==> src/rtl/pipe_pkg.sv <==
// Shared definitions for the inter-stage pipeline buffer.
// Holds the buffer state encoding and the all-zero bubble (NOP) payload.
package pipe_pkg;

    typedef enum logic [1:0] {
        ST_EMPTY = 2'd0,
        ST_ONE   = 2'd1,
        ST_TWO   = 2'd2
    } bufState_t;

    // Widest bus the bubble constant covers; users slice the low bits they need.
    localparam int BUBBLE_MAX_W = 4096;
    localparam logic [BUBBLE_MAX_W-1:0] BUBBLE = '0;

endpackage : pipe_pkg

==> src/rtl/dff.sv <==
// Codebase storage cell: W-bit register with write enable and async active-low reset to zero.
module dff #(
    parameter int W = 1
) (
    input  logic         clk,
    input  logic         rst_n,
    input  logic         wen,
    input  logic [W-1:0] d,
    output logic [W-1:0] q
);

    always_ff @(posedge clk or negedge rst_n) begin
        if (!rst_n) begin
            q <= '0;
        end else if (wen) begin
            q <= d;
        end
    end

endmodule : dff

==> src/rtl/sat_counter.sv <==
// Saturating up-counter with synchronous clear; clear wins over increment.
module sat_counter #(
    parameter int CNT_W = 8
) (
    input  logic             clk,
    input  logic             rst_n,
    input  logic             inc,
    input  logic             clr,
    output logic [CNT_W-1:0] cnt
);

    always_ff @(posedge clk or negedge rst_n) begin
        if (!rst_n) begin
            cnt <= '0;
        end else if (clr) begin
            cnt <= '0;
        end else if (inc && (cnt != '1)) begin
            cnt <= cnt + CNT_W'(1);
        end
    end

endmodule : sat_counter

==> src/rtl/pipe_stage_buf.sv <==
// Parametrised valid/ready pipeline buffer with optional skid entry, flush-to-bubble
// and a saturating downstream-stall counter.
//
// state    | meaning
// ---------+-----------------------------------------------
// ST_EMPTY | main entry invalid, nothing for downstream
// ST_ONE   | main entry valid, skid entry free
// ST_TWO   | main and skid valid, upstream held off (SKID=1)
module pipe_stage_buf
    import pipe_pkg::*;
#(
    parameter int WIDTH  = 16,
    parameter int NUM_CH = 2,
    parameter int SKID   = 1,
    parameter int CNT_W  = 8
) (
    input  logic                    clk,
    input  logic                    rst_n,
    input  logic                    in_valid,
    output logic                    in_ready,
    input  logic [WIDTH*NUM_CH-1:0] in_data,
    output logic                    out_valid,
    input  logic                    out_ready,
    output logic [WIDTH*NUM_CH-1:0] out_data,
    input  logic                    flush,
    output logic [CNT_W-1:0]        stall_cnt,
    input  logic                    stall_clr
);

    localparam int BUS_W = WIDTH * NUM_CH;

    bufState_t        stateQ;
    bufState_t        stateD;
    logic             accept;
    logic             consume;
    logic             mainWen;
    logic             skidWen;
    logic [BUS_W-1:0] mainD;
    logic [BUS_W-1:0] mainQ;
    logic [BUS_W-1:0] skidD;
    logic [BUS_W-1:0] skidQ;
    logic             inReady;
    logic             outValid;

    assign outValid = (stateQ != ST_EMPTY);
    assign accept   = in_valid & inReady;
    assign consume  = outValid & out_ready;

    always_ff @(posedge clk or negedge rst_n) begin
        if (!rst_n) begin
            stateQ <= ST_EMPTY;
        end else begin
            stateQ <= stateD;
        end
    end

    // Flush overrides everything: squash both entries to the bubble and drop any accept.
    always_comb begin
        stateD  = stateQ;
        mainWen = 1'b0;
        mainD   = in_data;
        skidWen = 1'b0;
        skidD   = in_data;
        if (flush) begin
            stateD  = ST_EMPTY;
            mainWen = 1'b1;
            mainD   = BUBBLE[BUS_W-1:0];
            skidWen = 1'b1;
            skidD   = BUBBLE[BUS_W-1:0];
        end else begin
            case (stateQ)
                ST_EMPTY: begin
                    if (accept) begin
                        stateD  = ST_ONE;
                        mainWen = 1'b1;
                    end
                end
                ST_ONE: begin
                    if (accept && consume) begin
                        mainWen = 1'b1;
                    end else if (accept) begin
                        if (SKID != 0) begin
                            stateD  = ST_TWO;
                            skidWen = 1'b1;
                        end
                    end else if (consume) begin
                        stateD = ST_EMPTY;
                    end
                end
                ST_TWO: begin
                    if (consume) begin
                        stateD  = ST_ONE;
                        mainWen = 1'b1;
                        mainD   = skidQ;
                    end
                end
                default: begin
                    stateD = ST_EMPTY;
                end
            endcase
        end
    end

    for (genvar k = 0; k < NUM_CH; k++) begin : gMain
        dff #(.W(WIDTH)) uMain (
            .clk   (clk),
            .rst_n (rst_n),
            .wen   (mainWen),
            .d     (mainD[k*WIDTH +: WIDTH]),
            .q     (mainQ[k*WIDTH +: WIDTH])
        );
    end

    if (SKID != 0) begin : gSkid
        // in_ready comes straight from a flop so out_ready never reaches it combinationally.
        logic readyQ;

        always_ff @(posedge clk or negedge rst_n) begin
            if (!rst_n) begin
                readyQ <= 1'b1;
            end else begin
                readyQ <= (stateD != ST_TWO);
            end
        end

        assign inReady = readyQ;

        for (genvar k = 0; k < NUM_CH; k++) begin : gSkidCh
            dff #(.W(WIDTH)) uSkid (
                .clk   (clk),
                .rst_n (rst_n),
                .wen   (skidWen),
                .d     (skidD[k*WIDTH +: WIDTH]),
                .q     (skidQ[k*WIDTH +: WIDTH])
            );
        end
    end else begin : gNoSkid
        logic unusedSkid;

        assign inReady    = ~outValid | out_ready;
        assign skidQ      = '0;
        assign unusedSkid = ^{skidD, skidWen};
    end

    sat_counter #(.CNT_W(CNT_W)) uStallCnt (
        .clk   (clk),
        .rst_n (rst_n),
        .inc   (outValid & ~out_ready),
        .clr   (stall_clr),
        .cnt   (stall_cnt)
    );

    assign in_ready  = inReady;
    assign out_valid = outValid;
    assign out_data  = mainQ;

endmodule : pipe_stage_buf

==> config.mk <==
export PLATFORM = sky130hd
export DESIGN_NAME = pipe_stage_buf
export DESIGN_NICKNAME = d
export VERILOG_FILES = /design/src/rtl/pipe_pkg.sv /design/src/rtl/dff.sv /design/src/rtl/sat_counter.sv /design/src/rtl/pipe_stage_buf.sv
export SDC_FILE = /design/constraint.sdc
export NUM_CORES = 1
export LEC_CHECK = 0
export ABC_AREA = 1
export CAP_MARGIN = 30
export CORE_UTILIZATION = 50
export CTS_CLUSTER_DIAMETER = 60
export DETAILED_ROUTE_END_ITERATION = 16
export GPL_ROUTABILITY_DRIVEN = 0
export GPL_TIMING_DRIVEN = 0
export PLACE_DENSITY = 0.9
export REMOVE_ABC_BUFFERS = 1
export SLEW_MARGIN = 20
export SYNTH_ARGS = -nofsm -noshare
export SYNTH_HDL_FRONTEND = slang
export SYNTH_SLANG_ARGS = --single-unit
==> constraint.sdc <==
create_clock -name clk -period 3.5 [get_ports clk]
set_input_delay 0.875 -clock clk [delete_from_list [all_inputs] [get_ports clk]]
set_output_delay 0.875 -clock clk [all_outputs]
set_load 0.005 [all_outputs]
Word-level counts from Yosys, hierarchy flattened. Index checks and enable logic that the tools add are counted. W data, S select, Z words.

Add/sub/neg operators: 1. Equality and inequality tests: 4. Mux-type cells: 21. Bitwise logic cells: 4. Reduce and logical (&&, ||, !) cells: 5.

Operators with widths (number): $mux W32 (4); $mux W8 (2); $mux W2 (6); $add A8 B1 Y8 const B (1); $ne A8 B8 Y1 const B (1); $mux W1 (7); $pmux W2 S3 (1); $reduce_bool A2 Y1 (2); $and A1 B1 Y1 (3); $pmux W1 S3 (1); $eq A2 B1 Y1 const B (1); $eq A2 B2 Y1 const B (1); $logic_and A1 B1 Y1 (2); $logic_not A2 Y1 (1); $ne A2 B2 Y1 const B (1); $not A1 Y1 (1).

Register bits: 75.

Logic depth before layout (Yosys ltp).
Word-level depth: 8. Mapped depth: 9. Mapped depth without buffers: 9.

Cells and area by module. From an unflattened synthesis, not the netlist that was laid out.

Cell total of the unflattened synthesis: 577. Area total of the unflattened synthesis: 4157.7 um2.

Modules (own cells, without submodules): dff (instances 4, cells an instance 68, area each 644.4 um2, sequential area each 400.4 um2); pipe_stage_buf (instances 1, cells an instance 231, area each 1068.5 um2, sequential area each 76.3 um2); sat_counter (instances 1, cells an instance 74, area each 511.7 um2, sequential area each 200.2 um2).

Worst setup path before layout. Ideal clock, no wire load.

Kind: input to register. Start point: input in_valid. End point: register gSkid.gSkidCh[0].uSkid.q[0]. Data arrival time: 1577 ps. Data required time: 3435 ps. Path slack: 1858 ps. Cell stages on the path: 7. Buffers on the path: 1. Cell sequence: nand2_1 nor2_2 nand3_4 nor2_4 buf_6 nand2_1 nand2_1.

Longest elaborated chain between the ends: 5.

Ends and longest elaborated chain: from (decl) (line pipe_stage_buf.sv:19) `input logic in_valid,`; $and A1 B1 Y1 (*) (line pipe_stage_buf.sv:46) `assign accept = in_valid & inReady;`; $mux W1 or $logic_and A1 B1 Y1 (tied branches) (line pipe_stage_buf.sv:81, pipe_stage_buf.sv:79); $mux W1 (*) (line pipe_stage_buf.sv:79) `if (accept && consume) begin`; $mux W1 (*) (line pipe_stage_buf.sv:71) `case (stateQ)`; $mux W1 (*) (line pipe_stage_buf.sv:64) `if (flush) begin`; to (signal assigned) (line dff.sv:14) `q <= '0;`; to (signal assigned) (line dff.sv:16) `q <= d;`; to (decl) (line dff.sv:9) `output logic [W-1:0] q`.

Every way passes the cells marked *; elsewhere a longest branch is shown, timed or not. A chain may end at the register's enable or synchronous reset.

Worst setup path in the final report.
Start point: input in_valid. End point: register gSkid.gSkidCh[1].uSkid.q[15].

Longest elaborated chain between the ends: 5.

Ends and longest elaborated chain (line): $and A1 B1 Y1 (*) (pipe_stage_buf.sv:46); $mux W1 or $logic_and A1 B1 Y1 (tied branches) (pipe_stage_buf.sv:81, pipe_stage_buf.sv:79); $mux W1 (*) (pipe_stage_buf.sv:79); $mux W1 (*) (pipe_stage_buf.sv:71); $mux W1 (*) (pipe_stage_buf.sv:64); to (signal assigned) (dff.sv:14); to (signal assigned) (dff.sv:16); to (decl) (dff.sv:9).

Marked as above.

==> flow_summary.ini <==
[critical_path]
reg2reg_to = gSkid.gSkidCh[1].uSkid.q[15]$_DFFE_PN0P_
cp_slowest_cell = nor2_4
r2r_start = in_ready$_DFF_PN1_
worstPathRequired_ps = 3770
worst-setup-path-type = in2reg
cp-end-kind = flop
path_cells = clkdlybuf4s50_1 > nand2_1 > nor2_2 > nand3_4 > nor2_4 > nand2_1 > nand2_1
r2r_slack_ps = 1310
arrival_ps = 2920
cpMostUsedCell = nand2_1
reg2reg_depth = 6
crit_fanout = 34
cpPeakStageDelay_ps = 780
critPathLaunchType = input pin

[sta]
min_period_ps = 2650
fmax_ghz = 0.377
skew_ps = 11.7
tightest_slew_ps = 805
fin_ws_ps = 849
setup_viol = 0
finalHoldViolations = 0
slew_viol_final = 0
slew_headroom_pct = 46.2
hold_ws_ps = 470
rsz0062_at_grt = no
timing.final.crit_share_pct = 75.8

[detailed_routing]
vias = 3215
routed_wl_mm = 8.47
drtIter0Drc = 172
route.antenna.remaining_nets = 0
routedWlPerCell_um = 13.8
drc = 0
drt_pass1_iterations = 4
avgViaCountPerCell = 5.22

[global_routing]
first_global_vias = 3063
grtUsageTotal_pct = 23.7
antenna_found_initial = 0
grt_pass1_wl_mm = 14.2
grt_max_degree = 65
grt.overflow.total = 0

[clock_network]
clkSinkCount = 75
cts_buffers = 9
cts_resized = 0
h-tree-depth = 3
post_cts_buffers = 0
clkSlewWorstSetupHoldPaths_ps = 80
hold_buffers = 0
clock_latency_ps = 340
cts-root-buf = clkbuf_8
cts_tree = built
clk_path_buf_depth = 2

[floorplan]
core_um2 = 7290
fp-row-count = 31
dieHeight_um = 88.9
fp.dieW_um = 88.9
die-area_um2 = 7900
initial_utilization_pct = 51.8
io_pins = 80

[yosys]
yosysWarnings = 0
synthCells = 445
ys_seq_elements = 75
ys_seq_area_share_pct = 49.8
synth_cell_types = 24
syn_avg_cell_area_um2 = 8.48
synth_area_um2 = 3770

[cells_and_area]
drive_above_1_share_pct = 13.9
n_fill_cell = 619
utilization_pct = 65.4
areaGrowthSynthToFinish_pct = 26.3
finish.cell_count_without_fillers = 616
n_antenna_cell = 0
nNetsFinal = 551

[placed_design]
dp_hpwl_mm = 5.29
place_ws_ps = 465
dp_cells = 600
port-buffer-count = 79

[run]
max-cap-violations = 0

[pwr]
p_comb_share_pct = 14.1
switching_share_pct = 25.6
p_int_uw = 1460
switchingPower_uw = 501
vdd_drop_max_v = 0.000264
clkPwrFrac_pct = 38.5
seq_power_share_pct = 47.4
p_leak_uw = 0.00241
power_density_nw_per_um2 = 411

[min_path]
hp-class = in2async

[status]
status = complete, no violations
power by group through the flow:
stage	registers, µW	logic (µW)	clock network, µW
3_3_place_gp	944	266	0
2_1_floorplan	945	116	0
4_1_cts	929	279	766
5_1_grt	934	305	802
3_5_place_dp	945	278	0
6_report	929	275	755
flip-flops by register name (all words and copies together) (netlist names):
signal and cells:
gSkid.gSkidCh.uSkid.q 32, stateQ 2, in_ready 1, uStallCnt.cnt 8, gMain.uMain.q 32
worst max-delay path, delay by kind of cell:
kind	cells	cell delay, ps
and+or+nand+nor	6	1590
buffers and inverters	1	450
area by class of cell:
cell class                 instances  area (µm²)  share of cell area (%)
timing repair buffer              81         828                    17.4
clock buffer                      10         138                    2.89
multi-input combinational        299        1540                    32.3
sequential                        75        1880                    39.4
clock inverter                     6        88.8                    1.86
inverter                          46         173                    3.62
tap                               99         124                    2.60
placed cells by master, fill, tap and decap left out, types with 2 or more instances in the layout:
cell type,Yosys,layout
nand2_1,129,129
clkdlybuf4s50_1,0,78
dfrtp_1,74,74
nand3_1,71,71
inv_1,40,40
o21ai_1,36,36
o21ai_2,29,29
nor2_1,10,10
clkbuf_8,0,10
inv_2,6,6
nand2_4,5,5
nand2_2,4,4
nand3_4,2,2
nor2_4,2,2
nand4_1,2,2
xor2_1,2,2
nand3_2,2,2
clkinvlp_4,0,2
bufinv_16,0,2
buf_12,0,2
cell usage after synthesis (all sizes together):
cell type  number  area share (%)
dfstp           1            0.70
nor2           13             1.8
o21ai          66              12
inv            46             4.6
ha              1            0.33
nand3          75              11
nand2         138              15
a21oi           2            0.36
dfrtp          74              49
nand4           2            0.33
buf            25             4.9
xor2            2            0.46
routing by layer:
metal  share of wire (%)  GRT usage [%]  up-vias  wire length [µm]
li1                    -              -     1565                 -
met1                  42           29.4     1520              3590
met2                  51           40.4      118              4290
met3                 5.4           3.79       12               454
met4                 1.6           11.7        0               136
met5                   0              0        -                 0
metrics by stage:
stage | instance area (µm²) | power [µW] | TNS [ps]
after floorplan | 3590 | 1060 | 0
after detailed placement | 4540 | 1220 | 0
after global routing | 4770 | 2040 | 0
after global placement | 4500 | 1210 | -74040
after CTS | 4770 | 1970 | 0
final | 4770 | 1960 | 0
cells by family after synthesis:
logic type	Yosys count	synth area share (%)
AND/OR/NAND/NOR	228	27.9
flip-flops	75	49.8
buffers and inverters	71	9.51
AO/OA/AOI/OAI	68	12.0
XOR/XNOR	2	0.464
adder cells (fa/ha/maj)	1	0.331
worst max path at each step:
stage	endpoint	startpoint	depth (start not counted)	slack, ps
3_3_place_gp	gSkid.gSkidCh[1].uSkid.q[12]$_DFFE_PN0P_	rst_n	1	-1000
6_report	gSkid.gSkidCh[1].uSkid.q[15]$_DFFE_PN0P_	in_valid	7	850
2_1_floorplan	gMain[0].uMain.q[0]$_DFFE_PN0P_	flush	3	1190
4_1_cts	gSkid.gSkidCh[1].uSkid.q[14]$_DFFE_PN0P_	in_valid	7	830
5_1_grt	gSkid.gSkidCh[1].uSkid.q[11]$_DFFE_PN0P_	in_valid	7	660
3_5_place_dp	gSkid.gSkidCh[1].uSkid.q[14]$_DFFE_PN0P_	in_valid	7	470
Power figures use the tool's default switching activity.
